### src/rtl/benes_pkg.sv
// Shared sizing, types and helpers for the Benes network configuration loader.
package benes_pkg;

  localparam int N_STAGE   = 7;
  localparam int N_SW      = 8;
  localparam int STAGE_LAT = 2;

  localparam int STAGE_W = $clog2(N_STAGE + 1);
  localparam int CNT_MAX = (N_STAGE - 1) * STAGE_LAT;
  localparam int CNT_W   = $clog2(CNT_MAX + 1);

  typedef logic [N_SW-1:0] sw_row_t;

  typedef enum logic {
    IDLE,
    SKEW
  } cfg_state_t;

  // Skew-counter value at which row s takes its new word.
  function automatic logic [CNT_W-1:0] row_slot(input int s);
    return CNT_W'(s * STAGE_LAT);
  endfunction

endpackage

### src/rtl/benes_cfg_shadow.sv
// Shadow bank of per-stage switch words, with a per-row loaded mask.
// The caller only presents legal row indices on the write port.
module benes_cfg_shadow
  import benes_pkg::*;
(
  input  logic                    clk,
  input  logic                    rst_n,
  input  logic                    wr_en_i,
  input  logic [STAGE_W-1:0]      wr_stage_i,
  input  sw_row_t                 wr_bits_i,
  input  logic                    clr_mask_i,
  output sw_row_t [N_STAGE-1:0]   rows_o,
  output logic                    full_o
);

  sw_row_t [N_STAGE-1:0] rows_q;
  logic    [N_STAGE-1:0] mask_q;

  // Capture written rows and remember which rows have been loaded since the last commit.
  always_ff @(posedge clk or negedge rst_n) begin
    if (!rst_n) begin
      rows_q <= '0;
      mask_q <= '0;
    end else begin
      if (clr_mask_i) begin
        mask_q <= '0;
      end
      if (wr_en_i) begin
        rows_q[wr_stage_i] <= wr_bits_i;
        mask_q[wr_stage_i] <= 1'b1;
      end
    end
  end

  assign rows_o = rows_q;
  assign full_o = &mask_q;

endmodule

### src/rtl/benes_cfg_loader.sv
// Configuration loader for the 16x16 Benes network: shadow writes, then a commit
// that rolls the shadow into the active rows one stage at a time, following the
// data wavefront so every wavefront sees a single consistent configuration.
//
//   state | meaning
//   ------+---------------------------------------------------------------
//   IDLE  | shadow writable, commit accepted when every row is loaded
//   SKEW  | shadow frozen, row s copied when cnt reaches s*STAGE_LAT
module benes_cfg_loader
  import benes_pkg::*;
(
  input  logic                          clk,
  input  logic                          rst_n,
  input  logic                          cfg_valid,
  output logic                          cfg_ready,
  input  logic [STAGE_W-1:0]            cfg_stage,
  input  logic [N_SW-1:0]               cfg_bits,
  input  logic                          cfg_commit,
  output logic                          commit_ack,
  output logic                          busy,
  output logic                          cfg_err,
  output logic [N_STAGE-1:0][N_SW-1:0]  switch_set
);

  cfg_state_t            state_q;
  logic [CNT_W-1:0]      cnt_q;
  sw_row_t [N_STAGE-1:0] shadow;
  logic                  mask_full;
  logic                  wr_acc;
  logic                  wr_legal;
  logic                  last_slot;

  // A commit request blocks the same-cycle write so the mask check sees a stable bank.
  assign cfg_ready = (state_q == IDLE) && !cfg_commit;
  assign wr_acc    = cfg_valid && cfg_ready;
  assign wr_legal  = int'(cfg_stage) < N_STAGE;
  assign last_slot = (state_q == SKEW) && (cnt_q == CNT_W'(CNT_MAX));

  benes_cfg_shadow u_shadow (
    .clk        (clk),
    .rst_n      (rst_n),
    .wr_en_i    (wr_acc && wr_legal),
    .wr_stage_i (cfg_stage),
    .wr_bits_i  (cfg_bits),
    .clr_mask_i (last_slot),
    .rows_o     (shadow),
    .full_o     (mask_full)
  );

  // Commit FSM, skew counter and the active row registers.
  always_ff @(posedge clk or negedge rst_n) begin
    if (!rst_n) begin
      state_q    <= IDLE;
      cnt_q      <= '0;
      switch_set <= '0;
      commit_ack <= 1'b0;
      busy       <= 1'b0;
      cfg_err    <= 1'b0;
    end else begin
      commit_ack <= 1'b0;
      // Lags the state by one cycle so busy covers every row-update cycle.
      busy       <= (state_q == SKEW);
      case (state_q)
        IDLE: begin
          if (wr_acc && !wr_legal) begin
            cfg_err <= 1'b1;
          end
          if (cfg_commit) begin
            if (mask_full) begin
              state_q <= SKEW;
              cnt_q   <= '0;
            end else begin
              cfg_err <= 1'b1;
            end
          end
        end
        SKEW: begin
          for (int s = 0; s < N_STAGE; s++) begin
            if (cnt_q == row_slot(s)) begin
              switch_set[s] <= shadow[s];
            end
          end
          if (last_slot) begin
            commit_ack <= 1'b1;
            cfg_err    <= 1'b0;
            state_q    <= IDLE;
          end else begin
            cnt_q <= cnt_q + 1'b1;
          end
        end
      endcase
    end
  end

endmodule
### config.mk
export PLATFORM = sky130hd
export DESIGN_NAME = benes_cfg_loader
export DESIGN_NICKNAME = d
export VERILOG_FILES = /design/src/rtl/benes_pkg.sv /design/src/rtl/benes_cfg_shadow.sv /design/src/rtl/benes_cfg_loader.sv
export SDC_FILE = /design/constraint.sdc
export NUM_CORES = 1
export LEC_CHECK = 0
export CAP_MARGIN = 20
export CORE_ASPECT_RATIO = 0.5
export CORE_UTILIZATION = 40
export CTS_CLUSTER_SIZE = 10
export DETAILED_ROUTE_END_ITERATION = 10
export PLACE_DENSITY = 0.71
export SYNTH_ARGS = -nofsm -noshare
export SYNTH_HDL_FRONTEND = slang
export SYNTH_SLANG_ARGS = --single-unit
### constraint.sdc
create_clock -name clk -period 4.4 [get_ports clk]
set_input_delay 0.44 -clock clk [delete_from_list [all_inputs] [get_ports clk]]
set_output_delay 0.44 -clock clk [all_outputs]
set_load 0.05 [all_outputs]
# Word-level counts from Yosys, hierarchy flattened
# Cells that the tools add are included.
dict set report totals {
  reg_bits 127
  word_cells 76
}
dict set report op_classes {
  n_addsub 1
  magnitude_cmp 3
  eq_ne 10
  muxes 22
  bitwise_logic 2
  n_reduce_logical 18
}
# op count
set op_table {}
lappend op_table {{56-bit bitwise mux} 1}
lappend op_table {{8-bit demux with 3-bit select} 1}
lappend op_table {{7-bit two-way mux} 2}
lappend op_table {{2-bit AND reduction} 7}
lappend op_table {{4-bit equality test (second input constant)} 3}
lappend op_table {{4-bit two-way mux} 3}
lappend op_table {{1-bit two-way mux} 10}
lappend op_table {{4-bit by 3-bit equality test with 1-bit output (second input constant)} 2}
lappend op_table {{8-bit two-way mux} 1}
lappend op_table {{4-bit one-hot mux with 2 select lines} 1}
lappend op_table {{7-bit bitwise OR} 1}
lappend op_table {{7-bit AND reduction} 1}
lappend op_table {{1-bit logical AND} 6}
lappend op_table {{2-bit inequality test (second input constant)} 3}
lappend op_table {{4-bit by 1-bit adder with 4-bit output (second input constant)} 1}
lappend op_table {{4-bit by 2-bit equality test with 1-bit output (second input constant)} 1}
lappend op_table {{4-bit zero test} 1}
lappend op_table {{3-bit by 4-bit < comparator with 1-bit output (second input constant)} 1}
lappend op_table {{1-bit one-hot mux with 2 select lines} 2}
lappend op_table {{1-bit demux with 3-bit select} 1}
lappend op_table {{3-bit by 1-bit >= comparator with 1-bit output (second input constant)} 1}
lappend op_table {{3-bit < comparator (second input constant)} 1}
lappend op_table {{3-bit AND reduction} 1}
lappend op_table {{1-bit zero test} 2}
lappend op_table {{other kinds (2)} 2}

# Depth between registers and ports, before layout
dict set report logic_depth {
  depth_word 8
  mapped_depth 7
}

# Hierarchy
# Synthesis repeated with hierarchy kept, for this count alone.
dict set report hier_totals {
  hier_cells 327
  hier_area_um2 4954.8
}
# mod n_inst cells_per_inst area_each_um2 seq_area_each_um2
set modules_own_cells {}
lappend modules_own_cells {benes_cfg_loader 1 180 2558.7 1601.5}
lappend modules_own_cells {benes_cfg_shadow 1 147 2396.0 1576.5}

# Least setup slack after synthesis
# No wires, ideal clock.
dict set report synth_timing {
  path_kind {register to output}
  startpoint {register state_q}
  endpoint {output port cfg_ready}
  arrival_ns 1.337
  slack_ns 2.623
  stages_incl_launch_ff 4
  path_buffers 2
  cell_sequence {dfrtp_1 -> buf_6 -> buf_2 -> nor2_1}
}
dict set report synth_via {
  elab_chain_len 2
}
# item line_no
set synth_rtl {}
lappend synth_rtl {{start, declared} benes_cfg_loader.sv:25} ;# cfg_state_t state_q;
lappend synth_rtl {{start signal, assigned} benes_cfg_loader.sv:53} ;# state_q <= IDLE;
lappend synth_rtl {{start signal, assigned} benes_cfg_loader.sv:70} ;# state_q <= SKEW;
lappend synth_rtl {{start signal, assigned} benes_cfg_loader.sv:86} ;# state_q <= IDLE;
lappend synth_rtl {{1-bit NOT} -}
lappend synth_rtl {{1-bit logical AND} benes_cfg_loader.sv:34} ;# assign cfg_ready = (state_q == IDLE) && !cfg_commit;
lappend synth_rtl {{end, declared} benes_cfg_loader.sv:15} ;# output logic cfg_ready,
# Every way passes these cells.

# Final worst setup path
# Same ends and word-level chain as after synthesis.

==> results.toml <==
[global_routing]
grt_pass1_vias = 2985
grt_max_degree = 59
grt_pass1_wl_mm = 16.04
grt_antenna_before_repair = 0
grt_remaining_overflow = 0
gr-usage-all-layers = 0.1701

[worst_setup_path]
critical_path.endpoint_type = "output pin"
cell_chain_critical_path = "nor2_1 -> clkdlybuf4s50_1"
cpPeakStageDelay_ns = 0.81
crit_fanout = 17
worst_ep_required_time_ns = 3.96
worstPathBufferInverterCount = 1
setup.worst_path.class = "reg -> out"
crit_slowest_cell = "sky130_fd_sc_hd__clkdlybuf4s50_1"
timing.critical_path.arrival_ns = 2.03
cpLargestDelayFamily = "buffers and inverters"
cp-start-kind = "register"

[drt]
antenna_violating_nets_post_route = 0
drt-met1-wl_mm = 4.476
highest-signal-layer = "met4"
detailroute.via_count = 2847
route.final.wire_length_mm = 9.909
met3_length_um = 378
drt_pass1_iterations = 4
met2RoutedLength_mm = 4.956
drtIter0Drc = 139
detail_route.vias_per_cell = 4.926
drcViolationCount = 0
wl_per_cell_um = 17.14

[placement]
post-dp-hpwl_mm = 6.392
placed_cell_area_um2 = 5821
number_of_i_o_port_buffers = 74
place_congestion = 0.7630

[finish]
finalNetCount = 419
areaGrowthSynthToFinish_pct = 30.25
drive_above_1_share = 0.3801
final_cell_area_um2 = 6416
n_antenna_cell = 0

[synth]
synthTopCellsByArea = "sky130_fd_sc_hd__dfrtp_1 (65%), sky130_fd_sc_hd__mux2_2 (25%), sky130_fd_sc_hd__nand2_1 (1.1%)"
combinational_family_with_the_most_area_after_synthesis = "multiplexers"
ys_types = 29
syn_area_per_cell_um2 = 15.74
post_synth_fa_ha_maj_area_fraction = 0.007620
synth.most_common_cell = "sky130_fd_sc_hd__dfrtp_1"
synth_nets = 331
synth_compound_gate_area_share = 0.01143
synthesis.yosys.warnings = 0
xor_and_xnor_area_share_after_synthesis = 0
netlist_area_um2 = 4926
ys_ff_latch = 127
synth.mux.area_fraction = 0.2560
syn_inst = 313
synth-edff-count = 0
post_synth_top_area_share = 0.6452
share_of_async_settable_or_async_resettable_flops_after_synthesis = 1.000
synth_top_cells_by_count = "sky130_fd_sc_hd__dfrtp_1 (127), sky130_fd_sc_hd__mux2_2 (111), sky130_fd_sc_hd__nand2_1 (15), sky130_fd_sc_hd__nand2_2 (6), sky130_fd_sc_hd__nand3_1 (6)"
postSynth.topFlopCell = "sky130_fd_sc_hd__dfrtp_1"
yosys.area_share.simple = 0.06274
synthDominantAreaCellType = "sky130_fd_sc_hd__dfrtp_1"
ys_seq_area_frac = 0.6452

[pwr]
total_leakage_power_uw = 0.003004
vdd_drop_max_mv = 0.2739
design_power_total_uw = 4624
power.density_cell_area_nw_per_um2 = 720.7

[die]
fp.dieW_um = 158.9
start_util = 0.4136
floorplan.die.height_um = 80.47
core.rowCount = 28
core_area_um2 = 11910
die-area_um2 = 12790
number_of_top_level_design_ports = 75

[timing]
max_clock_freq_mhz = 405.5
fin_worst_skew_ns = 0.006175
rsz0062_at_grt = "false"
maxSlewViolCount = 0
fin_crit_ns = 2.466
worst_hold_slack_ns = 0.4807
setup-tns-final_ns = 0
slew_headroom = 0.5103
post-route-period-util = 0.5605
timing_hold_violations_final = 0
tightestPinTransition_ns = 0.7305
setup_viol_count_final = 0

[job]
max-cap-violations = 0

[clocking]
clock_tree_from_tritoncts = "yes"
clock_latency_ns = 0.41
cts-buffers-inserted = 17
cts_num_sinks = 127
clock_h_tree_levels = 4
post_cts.resized_instances = 0
clk_pin_slew_worst_paths_ns = 0.05
clockBufferDepth = 2
ctsRootBufferMaster = "sky130_fd_sc_hd__clkbuf_16"

[run_status]
run_status = "finished, final reports clean"

[min_path]
min-delay-path-class = "reg -> reg"
routing by layer:
metal / vias up / GRT usage
li1: 1290 / -
met1: 1509 / 0.2121
met5: - / 0
met3: 13 / 0.04907
met4: 0 / 0.07788
met2: 35 / 0.2781
through the flow:
step,utilization,setup slack [ns],cells
2_1_floorplan,-,2.623,313
3_3_place_gp,0.4887,2.109,546
3_5_place_dp,0.4887,2.098,546
4_1_cts,0.5387,1.923,578
5_1_grt,0.5387,1.842,578
6_report,0.5387,1.934,578
final timing paths:
kind | start | to | slack [ns] | depth (start not counted)
setup / recovery | state_q | cfg_ready | 1.93 | 2
hold / removal | u_shadow.mask_q[1] | u_shadow.mask_q[1] | 0.48 | 2
setup reg to reg | cnt_q[0] | switch_set[1] | 2.30 | 5
hold reg to reg | u_shadow.mask_q[1] | u_shadow.mask_q[1] | 0.48 | 2
max in group asynchronous | rst_n | u_shadow.mask_q[6] | 2.81 | 3
min in group asynchronous | rst_n | switch_set[21] | 0.51 | 2
registers in the layout, indices dropped and copies added (netlist names):
signal / cells
busy: 1
cfg_err: 1
cnt_q: 4
commit_ack: 1
state_q: 1
switch_set: 56
u_shadow.mask_q: 7
u_shadow.rows_o: 56
what timing repair did:
action,4_1_cts,5_1_grt
setup buffers,0,0
endpoints found under the hold margin,32,0
hold buffers,1,0
worst min-delay path, delay by kind of cell (launching register included):
| family | cells | cell delay, ns |
|---|---|---|
| AND/OR/NAND/NOR | 2 | 0.11 |
| flip-flops | 1 | 0.34 |
layout make-up:
class	count	area (µm²)
fill	998	5495
sequential	127	3178
clock buffer	25	505.5
inverter	5	18.77
multi-input combinational	173	1664
timing repair buffer	77	763.2
clock inverter	6	80.08
tap	165	206.4
logic make-up after synthesis:
logic type      count (synthesis)
flops                         127
buf+inv                        13
compound gates                  9
simple gates                   49
fa+ha+maj                       3
mux                           112
layout by cell type, fill, tap and decap left out, types with 2 or more instances in the layout:
cell type	instances
sky130_fd_sc_hd__nor3_2	2
sky130_fd_sc_hd__clkbuf_16	17
sky130_fd_sc_hd__nor2b_1	2
sky130_fd_sc_hd__nand4_1	2
sky130_fd_sc_hd__o21ai_0	3
sky130_fd_sc_hd__and3_1	2
sky130_fd_sc_hd__clkinv_2	4
sky130_fd_sc_hd__clkbuf_1	3
sky130_fd_sc_hd__nor2_1	3
sky130_fd_sc_hd__clkbuf_8	5
sky130_fd_sc_hd__ha_1	3
sky130_fd_sc_hd__mux2_2	111
sky130_fd_sc_hd__dfrtp_1	127
sky130_fd_sc_hd__bufinv_16	2
sky130_fd_sc_hd__clkdlybuf4s50_1	73
sky130_fd_sc_hd__nand3_1	6
sky130_fd_sc_hd__a21oi_1	2
sky130_fd_sc_hd__nor3_1	3
sky130_fd_sc_hd__nand2_1	15
sky130_fd_sc_hd__buf_4	3
sky130_fd_sc_hd__nand2_2	6
sky130_fd_sc_hd__inv_1	4
sky130_fd_sc_hd__nand4_2	3
report_power, final:
group	switching (µW)	leakage [µW]	total, µW	internal [µW]
combinational	848	0.00107	1430	578
sequential	249	0.00164	1820	1570
clock	478	0.000293	1380	902
total	1570	0.00300	4620	3050
(Power assumes the default switching activity.)
